**config.mk**
```make
export PLATFORM = sky130hd
export DESIGN_NAME = id_ex_reg
export DESIGN_NICKNAME = d
export VERILOG_FILES = /design/src/rtl/id_ex_reg.sv
export SDC_FILE = /design/constraint.sdc
export NUM_CORES = 1
export LEC_CHECK = 0
export CORE_AREA = 2 2 147 149
export CTS_CLUSTER_SIZE = 28
export DETAILED_ROUTE_END_ITERATION = 16
export DIE_AREA = 0 0 149 151
export GPL_TIMING_DRIVEN = 0
export PLACE_DENSITY = 0.68
export SLEW_MARGIN = 20
export SYNTH_ARGS = -nofsm -noshare
export SYNTH_HDL_FRONTEND = slang
export SYNTH_SLANG_ARGS = --single-unit
```
**constraint.sdc**
```tcl
create_clock -name clk -period 2.5 [get_ports clk]
set_clock_uncertainty 0.15 [all_clocks]
set_input_delay 0.5 -clock clk [delete_from_list [all_inputs] [get_ports clk]]
set_output_delay 0.5 -clock clk [all_outputs]
set_load 0.02 [all_outputs]
```
**src/rtl/id_ex_reg.sv**
```systemverilog
// ID/EX pipeline register: bubble (clr), freeze (en=0) and Tnew aging for the EX stage.
// Optional bubble counter is compiled in when IDEX_BUBBLE_CNT_EN is defined.
module id_ex_reg #(
  parameter logic [31:0] PC_RESET = 32'h0000_3000,
  parameter int unsigned TNEW_W   = 2
) (
  input  logic              clk,
  input  logic              reset,
  input  logic              clr,
  input  logic              en,
  input  logic [31:0]       d_instr,
  input  logic [31:0]       d_pc,
  input  logic [31:0]       d_rs_data,
  input  logic [31:0]       d_rt_data,
  input  logic [31:0]       d_ext,
  input  logic [4:0]        d_a3,
  input  logic [TNEW_W-1:0] d_tnew,
  output logic [31:0]       e_instr,
  output logic [31:0]       e_pc,
  output logic [31:0]       e_pc8,
  output logic [31:0]       e_rs_data,
  output logic [31:0]       e_rt_data,
  output logic [31:0]       e_ext,
  output logic [4:0]        e_rs_addr,
  output logic [4:0]        e_rt_addr,
  output logic [4:0]        e_a3,
  output logic [TNEW_W-1:0] e_tnew,
`ifdef IDEX_BUBBLE_CNT_EN
  output logic [31:0]       bubble_cnt,
`endif
  output logic              e_valid
);

  function automatic logic [TNEW_W-1:0] tnew_sat_dec(input logic [TNEW_W-1:0] t);
    if (t == '0) return '0;
    return t - TNEW_W'(1);
  endfunction

  function automatic logic [31:0] pc_link(input logic [31:0] pc);
    return pc + 32'd8;
  endfunction

  logic [31:0]       instr_q, instr_d;
  logic [31:0]       pc_q,    pc_d;
  logic [31:0]       rs_q,    rs_d;
  logic [31:0]       rt_q,    rt_d;
  logic [31:0]       ext_q,   ext_d;
  logic [4:0]        a3_q,    a3_d;
  logic [TNEW_W-1:0] tnew_q,  tnew_d;
  logic              valid_q, valid_d;

  // A bubble keeps its slot PC but carries no destination, so hazard logic stays quiet.
  always_comb begin
    instr_d = instr_q;
    pc_d    = pc_q;
    rs_d    = rs_q;
    rt_d    = rt_q;
    ext_d   = ext_q;
    a3_d    = a3_q;
    tnew_d  = tnew_q;
    valid_d = valid_q;
    if (clr) begin
      instr_d = '0;
      pc_d    = d_pc;
      rs_d    = '0;
      rt_d    = '0;
      ext_d   = '0;
      a3_d    = '0;
      tnew_d  = '0;
      valid_d = 1'b0;
    end else if (en) begin
      instr_d = d_instr;
      pc_d    = d_pc;
      rs_d    = d_rs_data;
      rt_d    = d_rt_data;
      ext_d   = d_ext;
      a3_d    = d_a3;
      tnew_d  = tnew_sat_dec(d_tnew);
      valid_d = 1'b1;
    end
  end

  always_ff @(posedge clk) begin
    if (reset) begin
      instr_q <= '0;
      pc_q    <= PC_RESET;
      rs_q    <= '0;
      rt_q    <= '0;
      ext_q   <= '0;
      a3_q    <= '0;
      tnew_q  <= '0;
      valid_q <= 1'b0;
    end else begin
      instr_q <= instr_d;
      pc_q    <= pc_d;
      rs_q    <= rs_d;
      rt_q    <= rt_d;
      ext_q   <= ext_d;
      a3_q    <= a3_d;
      tnew_q  <= tnew_d;
      valid_q <= valid_d;
    end
  end

`ifdef IDEX_BUBBLE_CNT_EN
  logic [31:0] bubble_cnt_q, bubble_cnt_d;

  always_comb begin
    bubble_cnt_d = bubble_cnt_q;
    if (clr) bubble_cnt_d = bubble_cnt_q + 32'd1;
  end

  always_ff @(posedge clk) begin
    if (reset) bubble_cnt_q <= '0;
    else       bubble_cnt_q <= bubble_cnt_d;
  end

  assign bubble_cnt = bubble_cnt_q;
`endif

  assign e_instr   = instr_q;
  assign e_pc      = pc_q;
  assign e_pc8     = pc_link(pc_q);
  assign e_rs_data = rs_q;
  assign e_rt_data = rt_q;
  assign e_ext     = ext_q;
  assign e_rs_addr = instr_q[25:21];
  assign e_rt_addr = instr_q[20:16];
  assign e_a3      = a3_q;
  assign e_tnew    = tnew_q;
  assign e_valid   = valid_q;

endmodule

```
Word-level counts from Yosys, hierarchy flattened
Index checks and enable logic that the tools add are counted.
{"block": "totals", "regBits": 168, "inputBits": 171, "output_inout_bits": 210}
{"block": "op_classes", "n_reduce_logical": 3, "n_mux": 7, "addsub": 2}
{"cell": "32-bit 2-to-1 mux", "n": 2}
{"cell": "32-bit by 4-bit adder with 32-bit output, second input constant", "n": 1}
{"cell": "2-bit 2-to-1 mux", "n": 2}
{"cell": "1-bit 2-to-1 mux", "n": 3}
{"cell": "2-bit zero test", "n": 1}
{"cell": "2-bit nonzero test", "n": 1}
{"cell": "2-bit OR reduction", "n": 1}
{"cell": "2-bit by 1-bit subtractor with 2-bit output, second input constant", "n": 1}

Longest topological paths before layout
{"block": "logic_depth", "ltp_word": 5, "ltp_mapped": 6}

Worst setup path before layout
No wires, ideal clock.
{"block": "synth_timing", "kind": "register -> output", "startpoint": "reg pc_q[7], in the netlist e_pc[7]", "endpoint": "out e_pc8[28]", "n_path_buf": 0, "t_required_ps": 1850, "path_stages_with_launch": 5, "arrival_time_ps": 1939, "path_slack_ps": -89, "cell_sequence": "dfxtp_1 > nand4_2 > or4_4 > nor4_4 > xor2_1"}
{"block": "synth_via", "elab_chain_cells": 1}
{"item": "start, declared", "line_no": "44", "source": "logic [31:0] pc_q, pc_d;"}
{"item": "start signal, assigned", "line_no": "95", "source": "pc_q <= pc_d;"}
{"item": "32-bit by 4-bit adder with 32-bit output", "line_no": "40", "source": "return pc + 32'd8;"}
{"item": "end, declared", "line_no": "20", "source": "output logic [31:0] e_pc8,"}
Every way passes these cells.

Worst setup path after layout
Ends and elaborated chain as after synthesis.

==> flow_summary.yaml <==
synthesis:
  synth_edf_count: 0
  syn-num-nets: 851
  synthFlopType: "dfxtp_1"
  synth_async_sr_flop_share: 0
  yosysTopAreaCell: "dfxtp_1"
  synth.avg_cell_area_um2: 9.60
  synth_area_leaders: "dfxtp_1 52%, mux2i_1 20%, nor2_1 8.3%"
  synth_top_area_share: 0.516
  yosysWarnings: 0
  ys_top_cells_by_count: "168 x dfxtp_1, 144 x nor2_1, 133 x mux2i_1"
  synth_cell_types: 28
  synth_cells: 679
  synth_seq_area_share: 0.516
  ys_ff_latch: 168
  synth.most_common_cell: "dfxtp_1"
  synth.cell_area_um2: 6520
critical_path:
  worst-setup-path-type: "register to output pin"
  start_kind: "register"
  worstSetupStartpoint: "e_pc[7]"
  r2r-end: "e_pc[28]"
  crit_arrival_ns: 2.15
  worstPathMaxFanout: 5
  r2r_start: "e_pc[28]"
  r2r_cells: 2
  end_kind: "output pin"
  crit_required_ns: 1.85
  r2r_setup_slack_ns: 1.56
routing:
  wl_per_cell_um: 16.7
  vias: 6326
  routed_via_density: 4.50
  dr.pass1.iters: 4
  ant_nets: 0
  wl_um: 23500
  drt_iter0_drc: 212
  drcViolationCount: 0
min_path:
  hold_class: "register to register"
  min_delay_path_depth: 2
  hold_end: "e_valid"
  worstHoldStart: "e_valid"
run_status:
  violations: "setup timing"
  status: "finished with violations"
cts:
  cts.hold.buffers_added: 0
  cts_tree: "yes"
  clkTransAtPathRegs_ns: 0.07
  cts_buffers: 17
  htreeDepth: 4
  clkSinkCount: 168
  ctsLongestPathBuffers: 2
  insertion_delay_ns: 0.41
  ctsRootBufferMaster: "clkbuf_16"
timing:
  setup_viol: 16
  fin_crit_ns: 2.80
  tns_ns: -1.93
  tightestPinTransition_ns: 0.787
  fmax_mhz: 357
  drv_slew: 0
  worst_hold_slack_ns: 0.315
  hold_violations: 0
  timing.final.ws_setup_ns: -0.298
  relSlewSlack: 0.476
  fin_crit_sh: 1.12
  grt_setup_unrepaired: "yes"
layout:
  drive_above_1_share: 0.161
  area_growth_syn_to_layout_pct: 82.9
  utilization: 0.572
  final_nets: 1290
  num_antenna_cells: 0
  design_area_um2: 11900
global_route:
  antenna_found_initial: 0
  grt_pass1_wl_um: 34500
  grt_pass1_vias: 6346
  grt_overflow: 0
  grt_usage: 0.199
  grt_max_degree: 17
floorplan:
  initial_core_util: 0.313
  die_x_um: 149
  dieArea_um2: 22500
  io_pins: 381
  core_um2: 20800
  die_h_um: 151
  fp-row-count: 53
power_and_ir_drop:
  powerDensity_nw_per_um2: 566
  power.leakage_uw: 0.00501
  peakVddDrop_mv: 0.440
  total_power_uw: 6750
place:
  dp.final_hpwl_um: 17500
  placed_cell_area_um2: 10700
  io_buffers: 379
  place.gp.congestion: 0.780
run:
  maxCapViolCount: 0
-- layout by cell type (no fill, tap or decap), types with 6 or more instances in the layout --
master and count:
a21oi_1 32, buf_2 13, buf_4 64, buf_6 8, clkbuf_1 25, clkbuf_16 17, clkdlybuf4s50_1 353, dfxtp_1 144
dfxtp_4 21, mux2i_1 133, nand2_1 71, nand3_1 6, nand4_1 9, nor2_1 138, nor4_4 7, xnor2_1 12
xor2_1 7
-- what timing repair did --
action,in CTS,in global routing
setup buffers,29,13
gates cloned,0,0
setup endpoints to repair,66,21
pin swaps,19,20
gates resized for setup,177,42
-- registers in the layout, summed over array words and instances, names as in the netlist --
| name | cells |
|---|---|
| e_pc | 32 |
| e_rs_data | 32 |
| e_valid | 1 |
| e_tnew | 2 |
| e_instr | 32 |
| e_rt_data | 32 |
| e_ext | 32 |
| e_a3 | 5 |
-- cell families after synthesis --
kind of cell	share of synthesized area
and+or+nand+nor	0.174
DFF	0.516
muxes	0.204
buffers and inverters	0.0434
AOI/OAI and AO/OA	0.0246
xor gates and xnor gates	0.0363
adders and majority gates	0.00192
-- layout make-up --
type | count | area (um2)
clock buffers | 19 | 453
plain buffers | 53 | 260
inverters | 5 | 18.8
fillers | 1850 | 8900
clock inverters | 13 | 160
repair buffers | 421 | 4110
multi-input cells | 452 | 3130
well taps | 275 | 344
flip-flops and latches | 168 | 3450
-- stage by stage --
stage / worst slack (ns) / cells
2_1_floorplan: 0.0173 / 679
3_3_place_gp: -0.782 / 1333
3_5_place_dp: -0.820 / 1333
4_1_cts: -0.300 / 1393
5_1_grt: -0.379 / 1406
6_report: -0.298 / 1406
-- where the power goes --
group          leakage, uW  internal (uW)  switching [uW]  total (uW)
Sequential         0.00139           2770            80.3        2850
Clock             0.000301           1560            1160        2720
Combinational      0.00332            649             532        1180
-- worst max-delay path by stage --
stage                      endpoint  slack [ns]  cells after the start
after global routing      e_pc8[28]       -0.38                      5
final                     e_pc8[28]       -0.30                      5
after detailed placement  e_pc8[20]       -0.82                      5
after floorplan           e_pc8[22]        0.02                      4
after CTS                 e_pc8[28]       -0.30                      5
after global placement    e_pc8[20]       -0.78                      5
-- worst max-delay path: stages, from the launching register on --
cell and delay (ns):
dfxtp_4 0.36, nand4_4 0.12, or4_4 0.56, nor4_4 0.36, xor2_2 0.19, buf_6 0.14
-- routing by layer --
metal / share of wire / track usage / wire length [um]
met5: 0 / 0 / 0
met1: 0.37 / 0.213 / 8720
met4: 0.025 / 0.0738 / 593
met2: 0.51 / 0.357 / 12000
met3: 0.094 / 0.0762 / 2200
No activity file was read; power rests on OpenSTA's default activity.
